### config.mk
export PLATFORM = sky130hd
export DESIGN_NAME = mag_power_controller
export DESIGN_NICKNAME = d
export VERILOG_FILES = /design/src/rtl/mag_power_controller.sv
export SDC_FILE = /design/constraint.sdc
export NUM_CORES = 1
export LEC_CHECK = 0
export CAP_MARGIN = 20
export CORE_MARGIN = 8
export CORE_UTILIZATION = 40
export CTS_CLUSTER_SIZE = 40
export DETAILED_ROUTE_END_ITERATION = 8
export PLACE_DENSITY = 0.65
export SYNTH_ARGS = -nofsm -noshare
export SYNTH_HDL_FRONTEND = slang
export SYNTH_SLANG_ARGS = --single-unit
### constraint.sdc
create_clock -name clk -period 2.1 [get_ports clk]
set_input_delay 0.42 -clock clk [delete_from_list [all_inputs] [get_ports clk]]
set_output_delay 0.42 -clock clk [all_outputs]
set_load 0.02 [all_outputs]
### src/rtl/mag_power_controller.sv
// mag_power_controller: magnetron on/off state machine with slow-PWM power levels.
// Buttons are active-low; each press is a registered falling edge and acts once.
module mag_power_controller #(
    parameter int LEVELS      = 10,
    parameter int STEP_CYCLES = 4,
    parameter int LEVEL_W     = 4
) (
    input  logic               clk,
    input  logic               reset,
    input  logic               startn,
    input  logic               stopn,
    input  logic               clearn,
    input  logic               door_closed,
    input  logic               timer_done,
    input  logic [LEVEL_W-1:0] power_level,
    output logic               mag_on,
    output logic [1:0]         state,
    output logic               done,
    output logic [LEVEL_W-1:0] level_out
);
    localparam int WIN = LEVELS * STEP_CYCLES;
    localparam int CW  = $clog2(WIN);

    typedef enum logic [1:0] {IDLE = 2'b00, COOK = 2'b01, PAUSE = 2'b10, DONE = 2'b11} st_t;

    st_t               st, nxt;
    logic [2:0]        btn_cur, btn_prev, press;
    logic              start_p, stop_p, clear_p;
    logic [CW-1:0]     cnt;
    logic              pwm_q;
    logic [LEVEL_W-1:0] lvl_in;

    assign press = btn_prev & ~btn_cur;
    assign {start_p, stop_p, clear_p} = press;
    assign lvl_in = (power_level == '0 || int'(power_level) > LEVELS) ? LEVEL_W'(LEVELS) : power_level;

    always_comb begin
        nxt = st;
        case (st)
            IDLE:    nxt = (start_p && door_closed && !timer_done) ? COOK : IDLE;
            COOK:    nxt = clear_p ? IDLE : (!door_closed || stop_p) ? PAUSE : timer_done ? DONE : COOK;
            PAUSE:   nxt = clear_p ? IDLE : !door_closed ? PAUSE : stop_p ? IDLE : start_p ? COOK : PAUSE;
            DONE:    nxt = (|press || !door_closed) ? IDLE : DONE;
            default: nxt = IDLE;
        endcase
    end

    always_ff @(posedge clk) begin
        if (reset) begin
            st        <= IDLE;
            btn_cur   <= '1;
            btn_prev  <= '1;
            cnt       <= '0;
            pwm_q     <= 1'b0;
            done      <= 1'b0;
            level_out <= LEVEL_W'(LEVELS);
        end else begin
            btn_cur  <= {startn, stopn, clearn};
            btn_prev <= btn_cur;
            st       <= nxt;
            done     <= nxt == DONE;
            if (st == IDLE && nxt == COOK)
                level_out <= lvl_in;
            // Counter and PWM only advance while staying in COOK, so any entry restarts the window.
            cnt   <= (st == COOK && nxt == COOK) ? ((cnt == CW'(WIN - 1)) ? '0 : cnt + 1'b1) : '0;
            pwm_q <= st == COOK && nxt == COOK && int'(cnt) < int'(level_out) * STEP_CYCLES;
        end
    end

    assign mag_on = pwm_q & door_closed;
    assign state  = st;
endmodule
==> impl_results.md, run 1 <==
* Hold Path Class: register to register
* Met2 wire length at approximately 900 um
* First-pass GRT wire length at about 3200 um
* Fmax at 558 MHz
* CTS HTree Levels at 1
* Starting DRT DRC Count at 15
* Power density cells at about 590 nW/um^2
* WP data required at ~2.3 ns
* Buf/Inv on CP at 1
* Clock root buffer: clkbuf_4
* DR WL/cell at around 13 um
* Area contributors post-synth: dfxtp_1 (44%), ha_1 (5.5%), or2_2 (4.1%)
* Mapped Area at between 900 and 1000 sq um
* Synth unique cells at 33
* Sequential-to-total area share from yosys stat at approximately 44%
* Drt pass-1 iters at 4
* Crit Path Category: input pin to register
* Predominant post-synthesis flop cell: dfxtp_1
* DR vias/cell at just over 5
* Slew @ Worst Pin at roughly 0.3 ns
* GRT Overall Usage at approximately a tenth
* Vias at approximately 730
* Layout cells sized above 1 at approximately 16%
* Synthesized Nets at around 110
* Register bit count reported by yosys at 20
* Syn Inst Count at 94
* Final hold vios at 0
* Core area at between 2000 and 2500 sq um
* Leak pwr at approximately 0.48 nW
* Nets at 132
* Row count at 17
* Clk Latency, worst-skew pair at roughly 0.29 ns
* Hold buffers post-CTS at 0
* Initial Utilization at about two fifths
* Initial antenna violation count at 0
* CP Max Fanout at 6
* CP Data Arrival Time at roughly 2.0 ns
* Async SR Flop Fraction at 0%
* # setup viols final at 0
* Post CTS Setup Buffer Count at 0
* IO Port Bufs at 18
* Largest net degree at the start of global routing at 12
* CTS tree: done
* Yosys top cell area share at 44.3%
* CP Launch Type: input pin
* Clk_skew at between 0.004 and 0.005 ns
* Final worst path period share at a little under nine tenths
* Synthesis Warnings at 0
* Max Cap Viol at 0
* Fill count at around 220
* WL final at approximately 1900 um
* Diodes inserted at 0
* Place WS at -0.00580 ns
* Met1 WL at 845 um
* RSZ-0062 raised after global routing: false
* Post-DP HPWL at roughly 1400 um
* Critical Path Sink Type: register
* Gp weighted congestion at 0.775
* Dpl cells at 140
* Clock transition at path regs at 0.11 ns
* Die width at ~64 um
* Worst-case vdd ir drop at 0.331 mV
* Area delta synth->final at 27.7%
* Post-synth EDFFs at 0
* Top Family by Delay on Critical Path: simple AND/OR/NAND/NOR gates
* DIE AREA at 4040 sq um
* Total clock sinks at 20
* Hold WS at roughly 0.45 ns
* Status: finished, final reports clean
* Setup TNS at 0 ns
* Die Ht at approximately 64 um
* Slew headroom at about four fifths
* Number of global-route vias before repair at just over 700
* Post-Layout Cell Count at around 140
* Post-route ant nets at 0
* Critical-path top delay cell: clkdlybuf4s50_1
* I/O pin total at 19
* Top sig layer: met4
* Final min period at about 1.8 ns
* Power, Total at approximately 0.68 mW
* Cells along the critical path: clkdlybuf4s50_1 -> nand2b_1 -> or4_4 -> or3b_1 -> a21oi_1
* DRC at 0
* CP max stage delay at 0.49 ns
* Cts bufs inserted at 3
* Largest area contributor in the netlist: dfxtp_1
* Final Slew Violations at 0
* Max Buffers Root-to-Sink at 2
* Final worst slack at 0.307 ns
* Met3 routed WL at around 110 um
* Synthesized area per cell at 9.62 sq um
* Remaining Overflow, GRT at 0
[cells by family after synthesis]
group	count (synthesis)	share of synthesized area, %
AO/OA/AOI/OAI	13	11.6
XOR/XNOR	5	4.84
adder cells (fa/ha/maj)	4	5.53
buffers and inverters	6	4.15
flip-flops	20	44.3
multiplexers	1	1.11
AND/OR/NAND/NOR	45	28.5
[area by class of cell]
cell class | instances | area (sq um) | area share (%)
Multi-Input combinational cell | 68 | 467 | 40.4
Timing Repair Buffer | 21 | 205 | 17.8
Inverter | 3 | 11.3 | 0.975
Tap cell | 28 | 35.0 | 3.03
Sequential cell | 20 | 400 | 34.7
Clock buffer | 4 | 36.3 | 3.14
[synth_stat cells, types with 3 or more instances]
library cell	instances
inv_1	3
ha_1	4
nor4_1	3
xor2_1	3
nand2b_1	3
nor2_1	8
nand2_1	4
nor2b_1	3
o21ai_0	3
or2_2	6
dfxtp_1	20
nor3_1	6
nand3_1	3
[layer usage]
layer  vias up  track usage, %
met3         2            3.71
met5         -               0
met4         0            5.01
li1        376               -
met2        15            16.1
met1       339            10.7
[path summary, 6_finish.rpt]
kind         slack, ns      endpoint         from  depth (start not counted)
min               0.45        cnt[0]       cnt[0]                          1
max               0.31  level_out[2]  door_closed                          5
min reg2reg       0.45        cnt[0]       cnt[0]                          1
max reg2reg       0.52  level_out[2]   btn_cur[2]                          4
[flip-flops by register name, summed over array words and instances, names as in the netlist]
register   count
level_out      4
btn_prev       3
cnt            6
done           1
btn_cur        3
state          2
pwm_q          1
[through the flow]
step           util (%)  area [sq um]
2_1_floorplan         -           905
3_3_place_gp       51.4          1120
3_5_place_dp       51.4          1120
4_1_cts            53.1          1150
5_1_grt            53.2          1150
6_report           53.2          1150
[layout by cell type (no fill, tap or decap), drive strengths merged, types with 2 or more instances in the layout]
| master | instances |
|---|---|
| dfxtp | 20 |
| clkdlybuf4s50 | 17 |
| nor2 | 8 |
| nor3 | 6 |
| or2 | 6 |
| nand2 | 4 |
| ha | 4 |
| nand2b | 4 |
| clkbuf | 4 |
| inv | 3 |
| xor2 | 3 |
| nor2b | 3 |
| nand3 | 3 |
| o21ai | 3 |
| nor4 | 3 |
| buf | 3 |
| and2 | 2 |
| a211oi | 2 |
| a211o | 2 |
| xnor2 | 2 |
[worst register-to-register path: stages (launching register included)]
cell	delay [ns]
dfxtp_1	0.33
nand2b_4	0.14
or4_4	0.53
or3b_1	0.39
a21oi_1	0.13
[power breakdown]
group          internal, mW  leakage, nW  switching, mW
logic                0.0407        0.300         0.0310
registers             0.387        0.163        0.00556
clock network         0.106       0.0210          0.114
total                 0.534        0.484          0.150
[timing repair]
action                                  4_1_cts  5_1_grt
endpoints found under the setup margin        0        1
resized for setup                             0        1
hold endpoints to repair                      0        0
Note: power is estimated with default switching activity, not from simulation.
==> run 2: changes to the inputs <==
Settings changed: CORE_ASPECT_RATIO set to 1.75, CORE_UTILIZATION 40 to 34, PLACE_DENSITY 0.65 to not set.
Clock period 2.1 ns to 1.5 ns, I/O delays scaled along.
==> run 2 against run 1 <==
Sequential share of layout area decreased by 2.8 points; the flow now finishes with violations (setup timing); register-to-register slack got worse by 0.56 ns; utilization shrank 4.9 points; largest power group unchanged; critical path depth shrank 1; power grew 48%; worst hold slack worse by 0.0034 ns; critical path type is now register to register; first-iteration DRC count rose by 20%; worst setup slack lost 0.34 ns; die area grew 15%.
==> impl_results.md, run 2 (same netlist as run 1, synthesis figures left out) <==
* Status: complete, but fails checks (was finished, final reports clean)
* Failing checks: setup timing
* Logic pwr share at 11.6% (was 10.5%)
* Final min period at roughly 1.5 ns
* First-pass GRT wire length at 3590 um (was 3250 um)
* I/O pin total at 19 (unchanged)
* CP Launch Type: register (was input pin)
* Crit Path Category: register to register (was input pin to register)
* DRC at 0 (unchanged)
* FF-to-FF Start: btn_cur[2] (unchanged)
* Die width at 55.0 um (was 63.6 um)
* Internal at 0.790 mW (was 0.534 mW)
* GRT Overall Usage at 10.0% (was 9.81%)
* WP data required at 1.69 ns (was 2.34 ns)
* Most common cell after layout, fill and taps aside: dfxtp_1 (unchanged)
* RSZ-0062 raised after global routing: true (was false)
* Layout cells sized above 1 at 29.4% (was 16.4%)
* Final Util at 48.3% (was 53.2%)
* DIE AREA at 4630 sq um (was 4040 sq um)
* Reg2reg path depth at 4 (unchanged)
* Final Slew Violations at 0 (unchanged)
* Vias at 774 (was 732)
* CP max stage delay at 0.47 ns (was 0.49 ns)
* Critical Path Sink Type: register (unchanged)
* CTS tree: done (unchanged)
* Reg-to-reg endpoint: level_out[2] (unchanged)
* Largest regs: cnt (6), level_out (4) (unchanged)
* Post-route ant nets at 0 (unchanged)
* Fill count at 272 (was 221)
* Largest net degree at the start of global routing at 12 (unchanged)
* Power density cells at 798 nW/um^2 (was 592 nW/um^2)
* Post-Layout Cell Count at 153 (was 144)
* Final worst path period share at 102%
* Hold Path Stages at 1 (unchanged)
* Net Switching at 0.222 mW (was 0.150 mW)
* Clock transition at path regs at 0.07 ns (was 0.11 ns)
* Slew headroom at 82.2% (was 79.8%)
* Number of global-route vias before repair at 926 (was 722)
* Worst-case vdd ir drop at 0.382 mV (was 0.331 mV)
* DR WL/cell at 13.0 um (about the same)
* DR vias/cell at 5.06 (was 5.08)
* IO Port Bufs at 18 (unchanged)
* Max FFs per register at 6 (unchanged)
* Cells along the critical path: nand2b_4 -> or4_4 -> or3b_4 -> a21oi_2 (was clkdlybuf4s50_1 -> nand2b_1 -> or4_4 -> or3b_1 -> a21oi_1)
* CTS HTree Levels at 1 (unchanged)
* WL final at 1990 um (was 1870 um)
* Biggest register: cnt (unchanged)
* Clk_skew at 0.00394 ns (was 0.00419 ns)
* Clk Latency, worst-skew pair at 0.26 ns (was 0.29 ns)
* Core area at 2630 sq um (was 2170 sq um)
* Max Buffers Root-to-Sink at 2 (unchanged)
* Hold Path Class: register to register (unchanged)
* Reg power frac at 54.3% (was 57.4%)
* Met3 routed WL at 91 um (was 109 um)
* Remaining Overflow, GRT at 0 (unchanged)
* Cts bufs inserted at 3 (unchanged)
* CP Max Fanout at 5 (was 6)
* Critical-path top delay cell: or4_4 (was clkdlybuf4s50_1)
* Initial antenna violation count at 0 (unchanged)
* Total clock sinks at 20 (unchanged)
* Die Ht at 84.2 um (was 63.6 um)
* Commonest non-fill, non-tap cells in the layout: dfxtp_1 (17), buf_4 (11), clkdlybuf4s50_1 (8), dlygate4sd2_1 (8), nor2_1 (7) (was dfxtp_1 (20), clkdlybuf4s50_1 (17), nor2_1 (8))
* Gp weighted congestion at 0.781 (was 0.775)
* Hold buffers post-CTS at 0 (unchanged)
* Leak pwr at 0.571 nW (was 0.484 nW)
* Area delta synth->final at 40.2% (was 27.7%)
* CP Data Arrival Time at 1.73 ns (was 2.03 ns)
* Hold Crit Start: btn_cur[2] (was cnt[0])
* Drt pass-1 iters at 4 (unchanged)
* Max Cap Viol at 0 (unchanged)
* Clock root buffer: clkbuf_8 (was clkbuf_4)
* Sw frac at 21.9% (was 22.0%)
* Post-DP HPWL at 1550 um (was 1430 um)
* Final hold vios at 0 (unchanged)
* Nets at 143 (was 132)
* Slew @ Worst Pin at 0.267 ns (was 0.303 ns)
* Top sig layer: met4 (unchanged)
* Met2 wire length at 1020 um (was 895 um)
* Starting DRT DRC Count at 18 (was 15)
* Hold Crit Endpoint: btn_prev[2] (was cnt[0])
* Clock power frac at 34.1% (was 32.1%)
* Fmax at roughly 650 MHz
* Row count at 25 (was 17)
* Reg2Reg Setup Slack at -0.04 ns (was 0.52 ns)
* # setup viols final at 1 (was 0)
* Dpl cells at 146 (was 140)
* Final worst slack at -0.0358 ns (was 0.307 ns)
* Diodes inserted at 0 (unchanged)
* Met1 WL at 799 um (was 845 um)
* Initial Utilization at 34.4% (was 41.7%)
==> run 2: cell count changes in the layout (fill, tap and decap cells not counted), sizes merged <==
cell           delta
clkdlybuf4s50     -9
clkbuf            -1
buf              +11
dlygate4sd2       +8
clkdlybuf4s15     +1
==> run 2: critical path: cells and delay by family (launching register included) <==
family / cells / cell delay [ns]
AO/OA/AOI/OAI: 1 / 0.14
flip-flops: 1 / 0.32
AND/OR/NAND/NOR: 3 / 1.02
==> run 2: routing by layer <==
metal	up-vias	global-route usage, %
met5	-	0
met4	0	7.03
met3	7	1.59
met2	22	17.2
met1	352	9.88
li1	393	-
==> run 2: worst max path at each step <==
stage	depth (start not counted)	startpoint	slack, ns	to
after detailed placement	5	door_closed	-0.46	level_out[2]
after floorplan	6	btn_cur[2]	-0.06	cnt[2]
after CTS	4	btn_cur[2]	-0.05	level_out[2]
after global placement	5	door_closed	-0.39	level_out[2]
after global routing	4	btn_cur[2]	-0.10	level_out[2]
final	4	btn_cur[2]	-0.04	level_out[2]
==> run 2: stage by stage <==
stage          setup TNS (ns)  power [mW]  area, sq um  setup WS [ns]  hold slack, ns
2_1_floorplan          -0.194       0.611          907        -0.0616           0.376
5_1_grt                -0.154        1.06         1270         -0.105           0.470
6_report              -0.0358        1.01         1270        -0.0358           0.451
3_3_place_gp            -4.21       0.670         1170         -0.391           0.437
4_1_cts               -0.0528        1.02         1240        -0.0524           0.454
3_5_place_dp            -4.66       0.673         1170         -0.460           0.444
==> run 2: repair_timing <==
item	CTS	global route
buffers inserted	3	1
pin swaps	3	3
gates resized for setup	15	5
endpoints found under the setup margin	18	6
endpoints found under the hold margin	0	0
==> run 2: power groups by stage <==
stage               clock network, mW  logic [mW]  registers (mW)
floorplan                           0      0.0462           0.565
CTS                             0.352       0.115           0.550
global placement                    0       0.109           0.561
global route                    0.379       0.129           0.551
finish                          0.345       0.118           0.550
detailed placement                  0       0.111           0.562
==> run 2: cell type report <==
class,count,area [sq um],share of cell area [%]
well taps,27,33.8,2.66
flip-flops and latches,20,404,31.9
inverters,3,11.3,0.888
repair buffers,32,289,22.8
clock buffers,3,41.3,3.25
multi-input cells,68,489,38.6
